--- config.mk ---
export PLATFORM = sky130hd
export DESIGN_NAME = can_tx_frame_loader
export DESIGN_NICKNAME = d
export VERILOG_FILES = /design/src/rtl/can_tx_frame_loader.sv
export SDC_FILE = /design/constraint.sdc
export NUM_CORES = 1
export LEC_CHECK = 0
export CORE_UTILIZATION = 30
export DETAILED_ROUTE_END_ITERATION = 6
export PLACE_DENSITY_LB_ADDON = 0.3
export SETUP_SLACK_MARGIN = 0.05
export SYNTH_ARGS = -nofsm -noshare
export SYNTH_HDL_FRONTEND = slang
export SYNTH_SLANG_ARGS = --single-unit
export TNS_END_PERCENT = 5
--- constraint.sdc ---
create_clock -name clk_i -period 2.9 [get_ports clk_i]
set_input_delay 0.435 -clock clk_i [delete_from_list [all_inputs] [get_ports clk_i]]
set_output_delay 0.435 -clock clk_i [all_outputs]
set_load 0.02 [all_outputs]
--- src/rtl/can_tx_frame_loader.sv ---
// CAN TX frame loader: captures one frame request, waits for the controller
// TX buffer to be released, writes the frame info, ID and data bytes into the
// buffer one per cycle, then issues the transmission-request command.
//
// state    | meaning
// ---------+---------------------------------------------------------
// IDLE     | ready for a new request
// WAIT_BUF | request captured, waiting for tx_buf_free_i
// WR_INFO  | writing frame info byte (addr 0)
// WR_ID    | writing 2 (standard) or 4 (extended) ID bytes
// WR_DATA  | writing N data bytes, skipped when N = 0
// WR_CMD   | single command register write
// DONE     | one-cycle completion pulse
module can_tx_frame_loader #(
  parameter logic [7:0] CMD_ADDR = 8'd1,
  parameter logic [7:0] TR_CMD   = 8'h01
) (
  input  logic        clk_i,
  input  logic        reg_rst_i,
  input  logic        req_valid_i,
  output logic        req_ready_o,
  input  logic        req_ide_i,
  input  logic        req_rtr_i,
  input  logic [28:0] req_id_i,
  input  logic [3:0]  req_dlc_i,
  input  logic [63:0] req_data_i,
  input  logic        tx_buf_free_i,
  output logic        tx_we_o,
  output logic [3:0]  tx_addr_o,
  output logic [7:0]  tx_data_o,
  output logic        reg_we_o,
  output logic [7:0]  reg_addr_write_o,
  output logic [7:0]  reg_data_o,
  output logic        busy_o,
  output logic        done_o
);

  typedef enum logic [2:0] {
    IDLE, WAIT_BUF, WR_INFO, WR_ID, WR_DATA, WR_CMD, DONE
  } state_t;

  state_t      state_q, state_next;
  logic        ide_q, rtr_q;
  logic [28:0] id_q;
  logic [3:0]  dlc_q;
  logic [63:0] data_q;
  logic [3:0]  cnt_q;
  logic [3:0]  n_bytes;
  logic [3:0]  id_last;
  logic [3:0]  data_base;

  // RTR frames carry no payload; DLC values above 8 still mean 8 bytes.
  assign n_bytes   = rtr_q ? 4'd0 : ((dlc_q > 4'd8) ? 4'd8 : dlc_q);
  assign id_last   = ide_q ? 4'd3 : 4'd1;
  assign data_base = ide_q ? 4'd5 : 4'd3;

  // State register.
  always_ff @(posedge clk_i) begin
    if (reg_rst_i) state_q <= IDLE;
    else           state_q <= state_next;
  end

  // Next-state logic.
  always_comb begin
    state_next = state_q;
    case (state_q)
      IDLE:     if (req_valid_i)   state_next = WAIT_BUF;
      WAIT_BUF: if (tx_buf_free_i) state_next = WR_INFO;
      WR_INFO:  state_next = WR_ID;
      WR_ID:    if (cnt_q == id_last)
                  state_next = (n_bytes == 4'd0) ? WR_CMD : WR_DATA;
      WR_DATA:  if (cnt_q == n_bytes - 4'd1) state_next = WR_CMD;
      WR_CMD:   state_next = DONE;
      DONE:     state_next = IDLE;
      default:  state_next = IDLE;
    endcase
  end

  // Capture the request fields at the handshake; later input changes are ignored.
  always_ff @(posedge clk_i) begin
    if (reg_rst_i) begin
      ide_q  <= 1'b0;
      rtr_q  <= 1'b0;
      id_q   <= '0;
      dlc_q  <= '0;
      data_q <= '0;
    end else if (state_q == IDLE && req_valid_i) begin
      ide_q  <= req_ide_i;
      rtr_q  <= req_rtr_i;
      id_q   <= req_id_i;
      dlc_q  <= req_dlc_i;
      data_q <= req_data_i;
    end
  end

  // Byte index within WR_ID / WR_DATA; restarts at 0 on every state change.
  always_ff @(posedge clk_i) begin
    if (reg_rst_i)                     cnt_q <= '0;
    else if (state_next != state_q)    cnt_q <= '0;
    else if (state_q == WR_ID || state_q == WR_DATA) cnt_q <= cnt_q + 4'd1;
  end

  // Output decode; write buses are held at zero outside their strobe cycle.
  always_comb begin
    req_ready_o      = (state_q == IDLE);
    busy_o           = (state_q != IDLE);
    done_o           = 1'b0;
    tx_we_o          = 1'b0;
    tx_addr_o        = 4'd0;
    tx_data_o        = 8'd0;
    reg_we_o         = 1'b0;
    reg_addr_write_o = 8'd0;
    reg_data_o       = 8'd0;
    case (state_q)
      WR_INFO: begin
        tx_we_o   = 1'b1;
        tx_addr_o = 4'd0;
        tx_data_o = {ide_q, rtr_q, 2'b00, dlc_q};
      end
      WR_ID: begin
        tx_we_o   = 1'b1;
        tx_addr_o = 4'd1 + cnt_q;
        case ({ide_q, cnt_q[1:0]})
          3'b000:  tx_data_o = id_q[10:3];
          3'b001:  tx_data_o = {id_q[2:0], 5'b0};
          3'b100:  tx_data_o = id_q[28:21];
          3'b101:  tx_data_o = id_q[20:13];
          3'b110:  tx_data_o = id_q[12:5];
          3'b111:  tx_data_o = {id_q[4:0], 3'b0};
          default: tx_data_o = 8'd0;
        endcase
      end
      WR_DATA: begin
        tx_we_o   = 1'b1;
        tx_addr_o = data_base + cnt_q;
        tx_data_o = data_q[{cnt_q[2:0], 3'b000} +: 8];
      end
      WR_CMD: begin
        reg_we_o         = 1'b1;
        reg_addr_write_o = CMD_ADDR;
        reg_data_o       = TR_CMD;
      end
      DONE:    done_o = 1'b1;
      default: ;
    endcase
  end

endmodule
==> run metrics <==
status complete, no violations; crit path max fanout 12; Horiz. Die Dim around 130 um; Die ar. between 15000 and 20000 sq um; HP Class input port to register; initial antenna violation count 0; Clock Path Buffers 2; CTS Root Cell clkbuf_16; Async SR Flop Fraction 0; # Post-CTS Setup Buffers 0; vias per cell 4.83; post-route insts no fill around 950; Primary FF master, synth dfxtp_1; CTS H-tree depth 3; Clock Pin Slew Worst Setup and Hold Paths approximately 0.08 ns; leakage around 2.6 nW; layout cells sized above 1 0.0984; R2R Path Start rtr_q; r2r endpoint cnt_q[0]; CTS Buf Count 9; core area between 15000 and 20000 sq um; post-synth cell types 52; clk sinks 106; worst vdd ir 0.000265 V; max cap viols 0; Post-synth EDFFs 0; Die Ht 132 um; Final Setup Violations 0; Buffers on Ports around 120; CP startpoint kind register; number of global-route vias before repair roughly 4400; # DRC 0; Synth area leaders dfxtp_1 (42%), nand2_1 (15%), a21oi_1 (10%), mux4_2 (7.1%), buf_4 (2.8%); GRT Util Overall 0.173; detail-routed net length per standard cell approximately 16 um; Syn. warnings 0; gpl congestion about 0.84; worst reg2reg path depth 7; Synth top area share 0.417; Hold WS about 0.45 ns; commonest cells after routing, fill and taps aside nand2_1 (207), clkdlybuf4s50_1 (108), a21oi_1 (105); Fin. Hold Viols 0; detailed placer's ending HPWL about 11000 um; post-synthesis register bit count 106; Initial Utilization 0.307; PnR worst setup slack between 0.1 and 0.15 ns; crit path time final 2.77 ns; Max Clk Rate 0.361 GHz; area added between synthesis and finish 36.1%; Seq/Total Area, Yosys 0.417; CP required around 2.5 ns; io pins 136; Final period util 0.955; Placed Cells 935; antenna cells 0; Layout Nets 839; CP Data Arrival Time 2.34 ns; cells along the critical path bufbuf_16, mux4_2, mux2i_1, o32ai_1, dlygate4sd2_1; Routed WL 14900 um; most common cell after layout, fill and taps aside nand2_1; Mapped Cells 627; pwr dens 518 nW/um^2; highest-delay cell along the critical path mux4_2; syn_area_per_cell 8.11 sq um; CTS tree done; FF-to-FF setup slack 0.80 ns; Worst Setup Path Type register to primary output; Largest delay share family, worst path multiplexers; first-pass GRT wire length about 24000 um; clock skew 0.0104 ns; largest net degree at the start of global routing 45; GRT overflow 0; post-route ant nets 0; Buf/Inv on CP 2; detailed-route via count 4597; drt first-iter violations 351; Yosys top cell by area dfxtp_1; critical path depth 5; Critical Path End tx_data_o[5]; Syn Std Cell Area 5090 sq um; Final Max Slew Viols 0; Crit. Startpoint cnt_q[0]; Worst setup EP type primary output; Clock Latency Late Sink between 0.3 and 0.4 ns; pre-CTS worst setup slack 0.0787 ns; RSZ-0062 raised after global routing no; crit-path max cell delay 0.50 ns; Site Rows 47; DRT Pass-1 Iters 5
-- synth_stat cells, types with 3 or more instances --
library cell and number:
nand2_1 208, a21oi_1 106, dfxtp_1 106, clkbuf_1 28, buf_4 19, buf_2 17
mux4_2 16, o21ai_0 11, mux2i_1 10, nor2_1 9, ha_1 8, a22oi_1 7
nor3_1 7, xnor2_1 7, a222oi_1 6, inv_1 6, o22ai_1 5, a31oi_1 4
nand3b_1 4, a221oi_1 3, nand2b_1 3, nand3_1 3
-- routing by layer --
layer / wire length, um / GRT usage / vias to the layer above
li1: - / - / 2315
met1: 6790 / 0.228 / 2131
met2: 7130 / 0.285 / 140
met3: 830 / 0.0361 / 11
met4: 191 / 0.0485 / 0
met5: 0 / 0 / -
-- final cells by class --
cell class                      instances  area (sq um)
Fill cell                            1728          9660
Multi-Input combinational cell        462          2710
Sequential cell                       106          2120
Timing Repair Buffer                  141          1450
Tap cell                              220           275
Clock buffer                           10           239
Clock inverter                          6          98.8
Inverter                                7          26.3
-- worst min path at each step --
stage,cells past startpoint,start,endpoint
2_1_floorplan,2,data_q[16],data_q[16]
3_3_place_gp,2,data_q[27],data_q[27]
5_1_grt,2,data_q[57],data_q[57]
4_1_cts,2,reg_rst_i,state_q[1]
3_5_place_dp,2,data_q[27],data_q[27]
6_report,2,reg_rst_i,state_q[1]
-- worst reg2reg max path: stages, from the launching register on --
cell and delay [ns]:
dfxtp_1 0.40, nor3b_1 0.35, inv_1 0.08, ha_1 0.24
xnor2_1 0.14, xnor2_1 0.18, a2111oi_4 0.46, nor3_1 0.11
-- per-stage QoR --
stage               cell area (sq um)  power [mW]   util  setup TNS (ns)
finish                           6920        3.59  0.417               0
global route                     6920        3.76  0.417               0
CTS                              6890        3.62  0.415          -0.181
detailed placement               6490        2.25  0.391               0
global placement                 6490        2.25  0.391               0
floorplan                        5140        1.98      -               0
-- what timing repair did --
item,in CTS,in global routing
setup endpoints to repair,12,11
cloned,1,0
hold buffers,0,0
endpoints found under the hold margin,0,0
gates resized for setup,16,11
-- kinds of logic after synthesis --
kind of cell,count (synthesis),share of synthesized area
buffers and inverters,72,0.0713
and+or+nand+nor,248,0.201
DFF,106,0.417
other,1,0.000737
adders and majority gates,9,0.0236
AOI/OAI and AO/OA,156,0.180
muxes,26,0.0905
xor gates and xnor gates,9,0.0155
-- power breakdown --
part	switching (mW)	leakage [nW]	total, mW	internal [mW]
sequential	0.0745	0.869	1.63	1.55
combinational	0.299	1.53	0.589	0.290
clock	0.581	0.166	1.37	0.791
total	0.954	2.57	3.59	2.64
-- sequential cells by signal, summed over array words and instances (netlist names) --
signal   flops
id_q        29
ide_q        1
state_q      3
data_q      64
cnt_q        4
dlc_q        4
rtr_q        1
(Power assumes the default switching activity.)
